[src/rtl/err_stat_acc.sv]
// Multi-channel windowed DC/MSE error accumulator for the demodulator error path.
// Every 2^WIN_LOG2 enabled samples it publishes per-channel window sum and mean.
module err_stat_acc #(
  parameter int WIDTH    = 18,
  parameter int NCH      = 2,
  parameter int WIN_LOG2 = 2,
  parameter int SUM_W    = 2*WIDTH+WIN_LOG2
) (
  input  logic                     clk,
  input  logic                     reset_n,
  input  logic                     clk_en,
  input  logic                     mode,
  input  logic                     restart,
  input  logic [NCH*WIDTH-1:0]     err,
  output logic [NCH*2*WIDTH-1:0]   mean_out,
  output logic [NCH*SUM_W-1:0]     sum_out,
  output logic                     out_valid,
  output logic                     mode_out,
  output logic [WIN_LOG2-1:0]      win_cnt
);

  localparam int PW = 2*WIDTH;
  localparam logic [WIN_LOG2-1:0] LAST = '1;

  logic [PW-1:0]           r_p_reg  [NCH];
  logic [SUM_W-1:0]        r_acc    [NCH];
  logic [SUM_W-1:0]        r_sum    [NCH];
  logic [PW-1:0]           r_mean   [NCH];
  logic                    r_p_vld;
  logic                    r_p_mode;
  logic                    r_cap_mode;
  logic                    r_out_valid;
  logic                    r_mode_out;
  logic [WIN_LOG2-1:0]     r_win_cnt;

  logic signed [WIDTH-1:0] w_err    [NCH];
  logic signed [PW-1:0]    w_errx   [NCH];
  logic signed [PW-1:0]    w_sq     [NCH];
  logic [PW-1:0]           w_prod   [NCH];
  logic [SUM_W-1:0]        w_ext    [NCH];
  logic [SUM_W-1:0]        w_tot    [NCH];
  logic signed [SUM_W-1:0] w_ashr   [NCH];
  logic [PW-1:0]           w_mean   [NCH];
  logic [WIN_LOG2-1:0]     w_pos;
  logic                    w_first;
  logic                    w_smode;
  logic                    w_last;

  genvar g;
  generate
    for (g = 0; g < NCH; g++) begin : g_ch
      assign w_err[g] = $signed(err[g*WIDTH +: WIDTH]);
      assign sum_out[g*SUM_W +: SUM_W] = r_sum[g];
      assign mean_out[g*PW +: PW]      = r_mean[g];
    end
  endgenerate

  // Window position of the sample being captured: committed count plus the one in flight.
  // The window's mode is taken from the input at its first capture and carried with each sample.
  always_comb begin
    w_pos   = r_win_cnt + WIN_LOG2'(r_p_vld);
    w_first = (w_pos == '0);
    w_smode = w_first ? mode : r_cap_mode;
    w_last  = r_p_vld && (r_win_cnt == LAST);
    for (int c = 0; c < NCH; c++) begin
      w_errx[c] = PW'(w_err[c]);
      w_sq[c]   = w_errx[c] * w_errx[c];
      w_prod[c] = w_smode ? w_sq[c] : w_errx[c];
      w_ext[c]  = r_p_mode ? SUM_W'(r_p_reg[c]) : SUM_W'($signed(r_p_reg[c]));
      w_tot[c]  = r_acc[c] + w_ext[c];
      w_ashr[c] = $signed(w_tot[c]) >>> WIN_LOG2;
      w_mean[c] = r_p_mode ? PW'(w_tot[c] >> WIN_LOG2) : PW'(w_ashr[c]);
    end
  end

  always_ff @(posedge clk or negedge reset_n) begin
    if (!reset_n) begin
      r_p_vld     <= 1'b0;
      r_p_mode    <= 1'b0;
      r_cap_mode  <= 1'b0;
      r_out_valid <= 1'b0;
      r_mode_out  <= 1'b0;
      r_win_cnt   <= '0;
      for (int c = 0; c < NCH; c++) begin
        r_p_reg[c] <= '0;
        r_acc[c]   <= '0;
        r_sum[c]   <= '0;
        r_mean[c]  <= '0;
      end
    end else begin
      r_out_valid <= 1'b0;
      if (restart) begin
        r_p_vld   <= 1'b0;
        r_win_cnt <= '0;
        for (int c = 0; c < NCH; c++) begin
          r_p_reg[c] <= '0;
          r_acc[c]   <= '0;
        end
      end else begin
        r_p_vld <= clk_en;
        if (clk_en) begin
          r_p_mode <= w_smode;
          if (w_first) r_cap_mode <= mode;
          for (int c = 0; c < NCH; c++) r_p_reg[c] <= w_prod[c];
        end
        if (r_p_vld) begin
          r_win_cnt <= r_win_cnt + 1'b1;
          if (w_last) begin
            r_out_valid <= 1'b1;
            r_mode_out  <= r_p_mode;
            for (int c = 0; c < NCH; c++) begin
              r_acc[c]  <= '0;
              r_sum[c]  <= w_tot[c];
              r_mean[c] <= w_mean[c];
            end
          end else begin
            for (int c = 0; c < NCH; c++) r_acc[c] <= w_tot[c];
          end
        end
      end
    end
  end

  assign out_valid = r_out_valid;
  assign mode_out  = r_mode_out;
  assign win_cnt   = r_win_cnt;

endmodule

[config.mk]
export PLATFORM = sky130hd
export DESIGN_NAME = err_stat_acc
export DESIGN_NICKNAME = d
export VERILOG_FILES = /design/src/rtl/err_stat_acc.sv
export SDC_FILE = /design/constraint.sdc
export NUM_CORES = 2
export LEC_CHECK = 0
export BUFFER_PORTS_ARGS = -buffer_cell sky130_fd_sc_hd__buf_2
export CORE_MARGIN = 4
export CORE_UTILIZATION = 47
export CTS_BUF_LIST = sky130_fd_sc_hd__clkbuf_4
export DETAILED_ROUTE_END_ITERATION = 10
export SLEW_MARGIN = 20
export SYNTH_ARGS = -nofsm -noshare
export SYNTH_HDL_FRONTEND = slang
export SYNTH_SLANG_ARGS = --single-unit
[constraint.sdc]
create_clock -name clk -period 8.9 [get_ports clk]
set_input_delay 1.335 -clock clk [delete_from_list [all_inputs] [get_ports clk]]
set_output_delay 1.335 -clock clk [all_outputs]
set_load 0.01 [all_outputs]
==> qor.csv <==
stage,metric,value,unit
cts,clk_pin_slew,0.06,ns
yosys,syn_area,0.03485,mm^2
yosys,synth-async-reset-ratio,100.0,%
cts,clkSinkCount,230,
route,vias_per_cell,5.127,
worst_setup_path,crit_path_end_kind,register,
sta,max_freq,136.2,MHz
cts,clock_path_buffers,3,
cts,cts_tree,done,
floorplanning,core_area,0.07321,mm^2
floorplanning,die_w,280.3,um
worst_setup_path,cp_slowest_cell,fa_1,
route,drtIter0Drc,1420,
final_layout,areaGrowthSynthToFinish,5.726,%
final_layout,mostFrequentLayoutCell,inv_1,
worst_setup_path,r2r-end,r_acc[32]$_DFFE_PN0P_,
worst_setup_path,rrSetupSlack,5.49,ns
sta,slew_violations,0,
placement,gp_congestion,0.9200,
yosys,syn_nets,4693,
worst_setup_path,crit_family,adder cells,
sta,finalHoldViolCount,0,
run_status,status,"complete, no violations",
yosys,synth_flop_cell,dfrtp_1,
final_layout,register_area,0.005756,mm^2
global_route,use_met1,35.48,%
sta,period_needed,7.341,ns
min_path,hp-start,mode_out$_DFFE_PN0P_,
route,drtAntennaViolNets,0,
worst_setup_path,cp.buffers_inverters,8,
min_path,hold_depth,2,
route,drc,0,
final_layout,fillCellCount,6970,
sta,final.period_utilization,82.48,%
worst_setup_path,cpMostUsedCell,inv_1,
worst_setup_path,r2r_cells,12,
yosys,yosysUniqueCellTypes,88,
final_layout,final_cell_mix,"838 x inv_1, 588 x fa_1, 473 x nand2_1",
yosys,ys_ff_latch,230,
sta,fin_tns_setup,0,ns
worst_setup_path,crit_type,input port to register,
placement,port_buffers,192,
yosys,synthCells,3774,
yosys,syn_area_per_cell,9.235,um^2
global_route,met3_usage,3.278,%
route,wl_per_cell,17.74,um
worst_setup_path,max_stage_delay,0.55,ns
final_layout,nets,4759,
sta,setup_viol,0,
worst_setup_path,start_kind,input port,
floorplanning,die_area,0.07857,mm^2
global_route,use_met2,32.99,%
cts,cts-root-buf,clkbuf_4,
global_route,antenna_found_initial,3,
floorplanning,die_y,280.3,um
global_route,grt-ovfl-total,0,
worst_setup_path,r2r-start,r_p_reg[0]$_DFFE_PN0P_,
global_route,grt_max_degree,117,
cts,cts_hold_buf,0,
min_path,min_to,mode_out$_DFFE_PN0P_,
final_layout,multiInputGateArea,0.02494,mm^2
final_layout,drive_gt1_share,9.616,%
route,drt_first_pass_iters,8,
route,drt-total-wl,85.87,mm
global_route,grt_pass1_vias,25250,
yosys,synth_enable_flop_cells,0,
sta,tightest_slew,0.9922,ns
worst_setup_path,cp_max_fo,25,
min_path,worstHoldPathType,register to register,
global_route,track_usage,22.27,%
route,vias,24820,
worst_setup_path,cp.required,9.46,ns
cts,cts-buffers-inserted,53,
job,maxCapViolCount,0,
cts,insertion_delay,0.73,ns
floorplanning,start_util,47.61,%
cts,cts-htree-levels,2,
global_route,grt_pass1_wl,139.5,mm
cts,cts_resized,0,
worst_setup_path,arrival,7.90,ns
cts,post_cts_buffers,0,
placement,dp_hpwl,68.08,mm
floorplanning,io-pin-count,193,
sta,slew_headroom,33.69,%
floorplanning,std_cell_rows,99,
yosys,yosysSeqAreaShare,16.51,%
sta,finalClockSkew,0.04911,ns
placement,dp_cells,4744,
sta,rsz0062_at_grt,false,
final_layout,layoutNonFillerInstCount,4840,
global_route,gr-max-usage-layer,met1,
yosys,yosys_warnings,0,
[layer usage]
layer	part of all wire (%)	wire length (um)	up-vias
li1	-	-	11810
met1	50	42820	12280
met2	42	36270	648
met3	6.6	5695	77
met4	1.2	1013	4
met5	0.072	62	-
[tightest hold or removal path: stages (launching register included)]
cell and delay, ns:
dfrtp_1 0.34, nand2_1 0.05, nand2_1 0.05
[worst max-delay path by stage]
stage	depth (start not counted)	slack, ns	to	from
after detailed placement	26	0.76	r_p_reg[71]$_DFFE_PN0P_	err[17]
after CTS	26	1.55	r_p_reg[71]$_DFFE_PN0P_	err[17]
after floorplan	27	1.31	r_p_reg[71]$_DFFE_PN0P_	err[17]
after global placement	24	0.89	r_p_reg[70]$_DFFE_PN0P_	err[17]
after global routing	26	1.09	r_p_reg[71]$_DFFE_PN0P_	err[17]
final	26	1.56	r_p_reg[71]$_DFFE_PN0P_	err[17]
[area by class of cell]
| type | count | area share (%) |
|---|---|---|
| diodes | 2 | 0.01358 |
| clock buffers | 69 | 1.406 |
| clock inverters | 25 | 0.4278 |
| inverters | 841 | 8.567 |
| multi-input cells | 2503 | 67.69 |
| flip-flops and latches | 230 | 15.62 |
| well taps | 959 | 3.256 |
| repair buffers | 211 | 3.022 |
[cells by family (layout without fill, tap and decap cells)]
family	count (synthesis)	in the layout	synth area share [%]
AO/OA/AOI/OAI	569	569	11.06
XOR/XNOR	166	166	4.172
adder cells (fa/ha/maj)	878	878	44.19
buffers and inverters	1041	1146	12.02
flip-flops	230	230	16.51
multiplexers	37	37	1.163
other	0	2	0
AND/OR/NAND/NOR	853	853	10.89
[cell usage after synthesis, drive strengths merged, types with 5 or more instances]
cell	number	share of area, %
o21ai	153	2.2
o21bai	26	0.58
nand2b	24	0.43
a31oi	25	0.55
nor2b	9	0.16
and3	15	0.29
mux2	25	0.82
nor2	149	1.6
o41ai	5	0.23
xor2	56	1.4
or3	9	0.16
o211ai	11	0.24
ha	290	10
inv	838	9.0
xnor2	110	2.8
dfrtp	230	17
and2	80	1.4
a22o	42	1.1
a31o	8	0.20
o31ai	16	0.36
nand2	473	5.1
a311oi	22	0.55
a211oi	13	0.32
a21boi	5	0.11
a21oi	131	2.0
clkbuf	121	1.3
nor4	6	0.15
fa	588	34
buf	79	1.6
o21a	18	0.39
nand4	8	0.14
a21o	60	1.3
or2	9	0.16
nor3	30	0.49
nand3	25	0.36
mux2i	12	0.34
[through the flow]
| step | worst slack, ns | hold slack [ns] | instance area [um^2] | utilization (%) |
|---|---|---|---|---|
| floorplan | 1.313 | 0.4453 | 34850 | - |
| global placement | 0.8926 | 0.4571 | 36170 | 49.40 |
| detailed placement | 0.7581 | 0.4631 | 36170 | 49.40 |
| CTS | 1.548 | 0.4800 | 36840 | 50.33 |
| global route | 1.091 | 0.5043 | 36850 | 50.33 |
| finish | 1.559 | 0.4751 | 36850 | 50.33 |
Power is left out: the tool's default activity adds up to more than one toggle a clock period on the data nets, which glitch-free logic cannot reach.
